### src/rtl/sampn_iter_pkg.sv
// Shared types and helpers for the multi-lane sample iterator.
package sampn_iter_pkg;

    // Widest lane count the iterator is built for.
    localparam int unsigned LANE_MAX = 8;

    typedef enum logic {
        WAIT,
        TEST
    } state_e;

    // One-hot pitch to shift amount: [3]=1.0 -> 0, [2]=0.5 -> 1, [1]=0.25 -> 2, [0]=0.125 -> 3.
    function automatic logic [1:0] pitch_shift(input logic [3:0] sub);
        logic [1:0] s;
        s = 2'd0;
        if (sub[2]) s = 2'd1;
        if (sub[1]) s = 2'd2;
        if (sub[0]) s = 2'd3;
        return s;
    endfunction

endpackage

### src/rtl/sampn_lane_gen.sv
// Combinational lane generator: SAMPS horizontally adjacent positions from the
// cursor, each flagged valid when it still lies inside the box (signed compare
// at SIGFIG+1 bits so nothing wraps).
module sampn_lane_gen #(
    parameter int unsigned SIGFIG = 24,
    parameter int unsigned SAMPS  = 4
) (
    input  logic [SIGFIG-1:0]            i_cur_x,
    input  logic [SIGFIG-1:0]            i_cur_y,
    input  logic [SIGFIG-1:0]            i_step,
    input  logic [SIGFIG-1:0]            i_ur_x,
    output logic [SAMPS-1:0][SIGFIG-1:0] o_lane_x,
    output logic [SAMPS-1:0][SIGFIG-1:0] o_lane_y,
    output logic [SAMPS-1:0]             o_lane_valid
);

    // Walk an extended accumulator across the lanes.
    always_comb begin
        logic signed [SIGFIG:0] w_acc;
        logic signed [SIGFIG:0] w_ur_ext;
        w_acc    = {i_cur_x[SIGFIG-1], i_cur_x};
        w_ur_ext = {i_ur_x[SIGFIG-1], i_ur_x};
        o_lane_x     = '0;
        o_lane_y     = '0;
        o_lane_valid = '0;
        for (int k = 0; k < int'(SAMPS); k++) begin
            o_lane_x[k]     = w_acc[SIGFIG-1:0];
            o_lane_y[k]     = i_cur_y;
            o_lane_valid[k] = (w_acc <= w_ur_ext);
            w_acc           = w_acc + $signed({1'b0, i_step});
        end
    end

endmodule

### src/rtl/sampn_iterator.sv
// Multi-lane sample iterator: accepts a bounding-boxed triangle, walks the box in
// raster order at the subsample pitch and emits SAMPS samples per cycle.
// Optional valid-sample counter enabled by defining SAMPN_ITER_STATS_EN.
module sampn_iterator
    import sampn_iter_pkg::*;
#(
    parameter int unsigned SIGFIG = 24,
    parameter int unsigned RADIX  = 10,
    parameter int unsigned VERTS  = 3,
    parameter int unsigned AXIS   = 3,
    parameter int unsigned COLORS = 3,
    parameter int unsigned SAMPS  = 4
) (
    input  logic                                     clk,
    input  logic                                     rst,
    input  logic [VERTS-1:0][AXIS-1:0][SIGFIG-1:0]   tri_R13S,
    input  logic [COLORS-1:0][SIGFIG-1:0]            color_R13U,
    input  logic [1:0][1:0][SIGFIG-1:0]              box_R13S,
    input  logic                                     validTri_R13H,
    input  logic [3:0]                               subSample_RnnnnU,
    output logic                                     halt_RnnnnL,
    output logic [VERTS-1:0][AXIS-1:0][SIGFIG-1:0]   tri_R14S,
    output logic [COLORS-1:0][SIGFIG-1:0]            color_R14U,
    output logic [1:0][SAMPS-1:0][SIGFIG-1:0]        sample_R14S,
    output logic [SAMPS-1:0]                         validSamp_R14H,
    output logic [31:0]                              sampCount_RnnnnU
);

    localparam int SampShift = $clog2(SAMPS);

    state_e                                 r_state, w_state_nx;
    logic [VERTS-1:0][AXIS-1:0][SIGFIG-1:0] r_tri;
    logic [COLORS-1:0][SIGFIG-1:0]          r_color;
    logic [SIGFIG-1:0]                      r_ll_x, r_ur_x, r_ur_y, r_step;
    logic [SIGFIG-1:0]                      r_cur_x, r_cur_y, w_cur_x_nx, w_cur_y_nx;
    logic [SIGFIG-1:0]                      w_step_in;
    logic                                   w_accept;
    logic signed [SIGFIG:0]                 w_adv_x, w_adv_y;
    logic                                   w_x_fits, w_y_fits;
    logic [SAMPS-1:0][SIGFIG-1:0]           w_lane_x, w_lane_y;
    logic [SAMPS-1:0]                       w_lane_valid;

    assign w_accept    = (r_state == WAIT) && validTri_R13H;
    assign halt_RnnnnL = (r_state == WAIT);
    assign w_step_in   = SIGFIG'(1) << (int'(RADIX) - int'(pitch_shift(subSample_RnnnnU)));

    // Next cursor candidates, extended one bit so overflow is visible.
    assign w_adv_x  = $signed({r_cur_x[SIGFIG-1], r_cur_x}) + $signed({1'b0, r_step} << SampShift);
    assign w_adv_y  = $signed({r_cur_y[SIGFIG-1], r_cur_y}) + $signed({1'b0, r_step});
    assign w_x_fits = (w_adv_x <= $signed({r_ur_x[SIGFIG-1], r_ur_x}));
    assign w_y_fits = (w_adv_y <= $signed({r_ur_y[SIGFIG-1], r_ur_y}));

    sampn_lane_gen #(
        .SIGFIG (SIGFIG),
        .SAMPS  (SAMPS)
    ) u_lane_gen (
        .i_cur_x      (r_cur_x),
        .i_cur_y      (r_cur_y),
        .i_step       (r_step),
        .i_ur_x       (r_ur_x),
        .o_lane_x     (w_lane_x),
        .o_lane_y     (w_lane_y),
        .o_lane_valid (w_lane_valid)
    );

    // Next state and cursor: raster walk, row wrap, finish.
    always_comb begin
        w_state_nx = r_state;
        w_cur_x_nx = r_cur_x;
        w_cur_y_nx = r_cur_y;
        case (r_state)
            WAIT: begin
                if (validTri_R13H) begin
                    w_state_nx = TEST;
                    w_cur_x_nx = box_R13S[0][0];
                    w_cur_y_nx = box_R13S[0][1];
                end
            end
            TEST: begin
                if (w_x_fits) begin
                    w_cur_x_nx = w_adv_x[SIGFIG-1:0];
                end else if (w_y_fits) begin
                    w_cur_x_nx = r_ll_x;
                    w_cur_y_nx = w_adv_y[SIGFIG-1:0];
                end else begin
                    w_state_nx = WAIT;
                end
            end
            default: w_state_nx = WAIT;
        endcase
    end

    // State and cursor registers.
    always_ff @(posedge clk) begin
        if (rst) begin
            r_state <= WAIT;
            r_cur_x <= '0;
            r_cur_y <= '0;
        end else begin
            r_state <= w_state_nx;
            r_cur_x <= w_cur_x_nx;
            r_cur_y <= w_cur_y_nx;
        end
    end

    // Triangle, box and pitch are captured at accept and held for the walk.
    always_ff @(posedge clk) begin
        if (rst) begin
            r_tri   <= '0;
            r_color <= '0;
            r_ll_x  <= '0;
            r_ur_x  <= '0;
            r_ur_y  <= '0;
            r_step  <= '0;
        end else if (w_accept) begin
            r_tri   <= tri_R13S;
            r_color <= color_R13U;
            r_ll_x  <= box_R13S[0][0];
            r_ur_x  <= box_R13S[1][0];
            r_ur_y  <= box_R13S[1][1];
            r_step  <= w_step_in;
        end
    end

    // R14 outputs: update while walking, hold payload with lanes invalid otherwise.
    always_ff @(posedge clk) begin
        if (rst) begin
            tri_R14S       <= '0;
            color_R14U     <= '0;
            sample_R14S    <= '0;
            validSamp_R14H <= '0;
        end else if (r_state == TEST) begin
            tri_R14S       <= r_tri;
            color_R14U     <= r_color;
            sample_R14S[0] <= w_lane_x;
            sample_R14S[1] <= w_lane_y;
            validSamp_R14H <= w_lane_valid;
        end else begin
            validSamp_R14H <= '0;
        end
    end

    // Pitch must be one-hot at accept; cursor sums must never wrap.
    always_ff @(posedge clk) begin
        if (!rst && w_accept) begin
            assert ($onehot(subSample_RnnnnU)) else $error("subSample not one-hot");
        end
        if (!rst && r_state == TEST) begin
            assert (w_adv_x[SIGFIG] == w_adv_x[SIGFIG-1]) else $error("cursor x overflow");
            assert (w_adv_y[SIGFIG] == w_adv_y[SIGFIG-1]) else $error("cursor y overflow");
        end
    end

`ifdef SAMPN_ITER_STATS_EN
    localparam int unsigned PopW = $clog2(LANE_MAX + 1);

    logic [PopW-1:0] w_pop;
    logic [32:0]     w_count_sum;
    logic [31:0]     r_samp_count;

    // Popcount of the lanes presented this cycle.
    always_comb begin
        w_pop = '0;
        for (int k = 0; k < int'(SAMPS); k++) begin
            w_pop = w_pop + PopW'(validSamp_R14H[k]);
        end
    end

    assign w_count_sum = {1'b0, r_samp_count} + 33'(w_pop);

    // Saturating valid-sample counter.
    always_ff @(posedge clk) begin
        if (rst) begin
            r_samp_count <= '0;
        end else if (w_count_sum[32]) begin
            r_samp_count <= '1;
        end else begin
            r_samp_count <= w_count_sum[31:0];
        end
    end

    assign sampCount_RnnnnU = r_samp_count;
`else
    assign sampCount_RnnnnU = '0;
`endif

endmodule
### config.mk
export PLATFORM = sky130hd
export DESIGN_NAME = sampn_iterator
export DESIGN_NICKNAME = d
export VERILOG_FILES = /design/src/rtl/sampn_iter_pkg.sv /design/src/rtl/sampn_lane_gen.sv /design/src/rtl/sampn_iterator.sv
export SDC_FILE = /design/constraint.sdc
export NUM_CORES = 2
export LEC_CHECK = 0
export ABC_CLOCK_PERIOD_IN_PS = 20700
export BUFFER_PORTS_ARGS = -buffer_cell sky130_fd_sc_hd__buf_2
export CORE_AREA = 2 2 358 360
export CTS_CLUSTER_SIZE = 10
export DETAILED_ROUTE_END_ITERATION = 12
export DIE_AREA = 0 0 360 362
export PLACE_DENSITY = 0.56
export SLEW_MARGIN = 30
export SYNTH_ARGS = -nofsm -noshare
export SYNTH_HDL_FRONTEND = slang
export SYNTH_HIERARCHICAL = 1
export SYNTH_SLANG_ARGS = --single-unit
export TNS_END_PERCENT = 5
### constraint.sdc
create_clock -name clk -period 20.7 [get_ports clk]
set_input_delay 0 -clock clk [delete_from_list [all_inputs] [get_ports clk]]
set_output_delay 0 -clock clk [all_outputs]
set_load 0.005 [all_outputs]
======== Yosys cells after proc, flatten, opt, wreduce, memory -nomap -nowiden ========
Index checks and enable logic that the tools add are counted.
storage, ports and cells
  bits in registers ....................... 845
  logic and storage cells ................. 74
cells by class
  $add $sub $neg .......................... 6
  magnitude comparators ................... 6
  equal/unequal tests ..................... 4
  shifts and indexed selects .............. 1
  multiplexer cells ....................... 15
  bitwise gates (word level) .............. 1
  reduce and logical (&&, ||, !) cells .... 4
operator list
  operator                                               count
  two-way mux 24 bit                                     6
  less-or-equal comparator 25 x 24 -> 1 bit              5
  one-hot mux 24 bit (2 select lines)                    2
  adder 24 x 25 -> 25 bit                                3
  adder 25 bit                                           2
  << shifter 1 x 32 -> 24 bit, first input constant      1
  less-or-equal comparator 24 bit                        1
  subtractor 4 x 2 -> 5 bit, first input constant        1
  two-way mux 1 bit                                      4
  two-way mux 2 bit                                      2
  inequality test 2 bit, second input constant           2
  inequality test 3 x 1 -> 1 bit, second input constant  1
  AND reduction 3 bit                                    1
  inequality test 2 x 1 -> 1 bit, second input constant  1
  one-hot mux 1 bit (2 select lines)                     1
  AND reduction 2 bit                                    1
  OR reduction 2 bit                                     1
  logical AND 1 bit                                      1
  NOT 1 bit                                              1

======== Logic depth before layout (Yosys ltp) ========
  word-level depth ........................ 5
  gate-level depth with buffers ........... 36

======== Cells and area by module ========
The synthesis kept the hierarchy.
by module, submodules not included
  module          times used  cells an instance  area each (µm²)  seq. area each (µm²)
  sampn_iterator  1           3901               35188.7          18137.4
  sampn_lane_gen  1           920                6947.9           0.0

======== Least setup slack after synthesis ========
OpenSTA, ideal clock, no wires.
  path type ............................... register to register
  from .................................... register r_step[4]
  to ...................................... register validSamp_R14H[3]
  setup time .............................. 0.060 ns
  arrival time ............................ 6.564 ns
  slack ................................... 14.076 ns
  stages on the path, launching flop included .. 35
  buffers on the path ..................... 0
  period minus slack after synthesis ...... 6.624 ns
  cells stage by stage .................... dfxtp_1 ha_1 inv_1 fa_1 nand2b_1 a21oi_1 a2bb2oi_1 xor2_1 ha_1 a2111oi_0 o21ai_1 o21ai_1 a21boi_0 o21a_1 nor2_1 xnor2_1 ha_1 a21oi_1 o21ai_0 nand2_1 nand2b_1 a21oi_1 a21boi_1 mux2i_1 a2111oi_0 ha_1 a21o_1 a21oi_1 nor2b_1 o21ai_0 nand2b_1 a21oi_1 o211ai_1 o31ai_1 and3_1
RTL lines
  element                   line                   RTL
  start: declaration        sampn_iterator.sv:34   logic [SIGFIG-1:0] r_ll_x, r_ur_x, r_ur_y, r_step;
  start signal: assignment  sampn_iterator.sv:121  r_step <= w_step_in;
  end signal: assignment    sampn_iterator.sv:137  validSamp_R14H <= w_lane_valid;
  end: declaration          sampn_iterator.sv:25   output logic [SAMPS-1:0] validSamp_R14H,

==> impl_metrics.ini <==
[power]
finalPower_mw = 5.09
combPwrFrac_pct = 26.6
p_int_mw = 3.45
p_sw_share_pct = 32.2
vdd_drop_max_mv = 0.0758
power.density_nw_per_um2 = 91.0
switchingPower_mw = 1.64
total_leakage_power_nw = 25.3
p_seq_share_pct = 38.8
clkPwrFrac_pct = 34.6

[timing]
fmax_mhz = 124
rsz0062_at_grt = no
drv_slew = 0
fin_hold_ws_ns = 0.0595
tns_ns = 0
min_period_ns = 8.06
skew_ns = 0.0707
slew_headroom_pct = 32.9
setup_violations = 0
min_period_over_period_pct = 38.9
final.setup.worst_slack_ns = 12.64
finalHoldViolCount = 0
tightest_slew_ns = 1.01

[layout]
area_growth_pct = 32.9
stdcell_count = 7770
nets = 6707
drive_above_1_share_pct = 18.2

[synth]
yosysMostFrequentCell = dfxtp_1
synth_top_cell_area_share_pct = 43.0
ys_types = 89
synth_warnings = 6
async_flop_share_pct = 0
syn-mean-instance-area_um2 = 8.74
synth_area_leaders = dfxtp_1 43%, mux2i_1 12%, ha_1 7.6%
syn_inst = 4821
ys_seq_elements = 906
synth_flop_cell = dfxtp_1
yosysTopAreaCell = dfxtp_1
yosys-top-cells-count = 906 x dfxtp_1, 812 x nand2_1, 585 x nor2_1
synth_edf_count = 0
netlist_area_um2 = 42100
yosysSeqAreaShare_pct = 43.0

[clock_network]
ctsResizeCount = 0
cts_hold_buf = 567
numCtsBuffers = 108
cts_buffer_depth = 3
root_buffer = clkbuf_16
post_cts_buffers = 0
clk_latency_ns = 0.77
h-tree-depth = 3
cts_tree = built
cts.sinks = 906
clkTransAtPathRegs_ns = 0.06

[critical_path]
r2r_setup_slack_ns = 12.64
crit_top_cell = a21oi_1
setup.worst_path.start = r_cur_x[0]
r2r-end = validSamp_R14H[3]
crit_path_end = validSamp_R14H[3]
crit_type = reg -> reg
rr_worst_depth = 34
max_stage_delay_ns = 0.61
r2r-start = r_cur_x[0]
cp_max_fo = 5
worstPathArrival_ns = 8.69
worstSetupEndpointType = flop
cp.required_ns = 21.33
cp-start-kind = flop
critPathSlowestCell = a2111oi_1

[routing]
dr.pass1.iters = 8
via_per_inst = 4.89
via_count = 38000
drt_iter0_markers = 2224
wl_per_cell_um = 19.4
drc = 0
routed_wl_um = 151000
ant_nets = 0

[global_route]
top_usage_layer = met2
use_met2_pct = 37.4
grt_pass1_vias = 37100
grt_remaining_overflow = 0
grt_util_met1_pct = 26.9
antenna_found_initial = 29
grt_use_total_pct = 22.1
grt_pass1_wl_um = 225000
use_met3_pct = 5.28
grt_max_degree = 178

[placement]
place_ws_ns = 12.56
routabilityCongestion = 0.878
post-place-cells = 7038
portBuffers = 874
dp_hpwl_um = 108000

[run_status]
status = finished, final reports clean

[die]
start_util_pct = 33.3
coreArea_um2 = 127000
dieHeight_um = 362
rows = 131
die_area_um2 = 130000
io_pins = 908
fp.dieW_um = 360

[worst_hold_path]
hp-class = in -> reg

[flow_run]
maxCapViolCount = 0
## cells by family (layout without fill, tap and decap cells)
logic type | count (synthesis) | in the layout | share of synthesized area (%)
AO/OA/AOI/OAI | 863 | 863 | 12.3
XOR/XNOR | 107 | 107 | 2.26
adder cells (fa/ha/maj) | 261 | 261 | 7.84
buffers and inverters | 540 | 1757 | 6.24
flip-flops | 906 | 906 | 43.0
multiplexers | 537 | 537 | 12.8
other | 1 | 71 | 0.00890
AND/OR/NAND/NOR | 1606 | 1606 | 15.5
## power groups by stage
stage | registers, mW | logic (mW) | clock network [mW]
6_report | 1.98 | 1.35 | 1.76
4_1_cts | 1.98 | 1.35 | 1.81
2_1_floorplan | 1.98 | 0.916 | 0
3_5_place_dp | 2.01 | 1.25 | 0
3_3_place_gp | 2.01 | 1.23 | 0
5_1_grt | 1.99 | 1.50 | 1.88
## flip-flops by register name (all words and copies together), names as in the netlist, 24 cells and up
register	cells
color_R14U	72
r_color	72
r_cur_x	24
r_cur_y	24
r_ll_x	24
r_tri	216
r_ur_x	24
r_ur_y	24
sample_R14S	192
tri_R14S	216
## placed cells by master, fill, tap and decap left out, types with 25 or more instances in the layout
cell           count
a211oi_1          32
a21o_1            71
a21oi_1          503
and3_1            28
buf_2            873
buf_4             36
clkbuf_16        108
conb_1            59
dfxtp_1          905
dlygate4sd3_1    567
ha_1             256
inv_1            121
mux2i_1          524
nand2_1          811
nand3_1           36
nand4_1           32
nor2_1           585
nor2b_1           25
o21a_1            29
o21ai_0           81
xnor2_1           80
xor2_1            25
## worst min path at each step
stage / slack (ns) / to / cells past startpoint / from
3_5_place_dp: 0.25 / r_color[22] / 3 / color_R13U[22]
5_1_grt: 0.03 / r_color[20] / 4 / color_R13U[20]
2_1_floorplan: 0.14 / r_ll_x[19] / 2 / box_R13S[19]
3_3_place_gp: 0.24 / r_tri[180] / 3 / tri_R13S[180]
4_1_cts: 0.0001 / r_tri[125] / 4 / tri_R13S[125]
6_report: 0.06 / r_tri[111] / 4 / tri_R13S[111]
## metal layers
metal | share of wire (%) | wire (µm)
met5 | 0.062 | 93
met4 | 3.9 | 5830
met3 | 6.5 | 9770
met2 | 47 | 70900
met1 | 42 | 63900
## critical path, delay by kind of cell, from the launching register on
| kind | cells | cell delay (ns) |
|---|---|---|
| adder cells (fa/ha/maj) | 5 | 1.82 |
| multiplexers | 1 | 0.15 |
| buffers and inverters | 1 | 0.12 |
| XOR/XNOR | 2 | 0.62 |
| AND/OR/NAND/NOR | 7 | 0.86 |
| flip-flops | 1 | 0.42 |
| AO/OA/AOI/OAI | 18 | 4.01 |
## stage by stage
stage | cell area, µm² | util, %
6_report | 56000 | 44.2
5_1_grt | 56000 | 44.2
4_1_cts | 55900 | 44.1
3_5_place_dp | 47000 | 37.1
3_3_place_gp | 47000 | 37.1
2_1_floorplan | 42400 | -
## final cells by class
class | instances | area, µm²
Fill cell | 12400 | 70700
Multi-Input combinational cell | 3433 | 21600
Sequential cell | 906 | 18100
Timing Repair Buffer | 1485 | 10500
Clock buffer | 130 | 2840
Tap cell | 1662 | 2080
Inverter | 121 | 454
Clock inverter | 21 | 357
Antenna cell | 12 | 30.0
No activity file was read; power rests on OpenSTA's default activity.
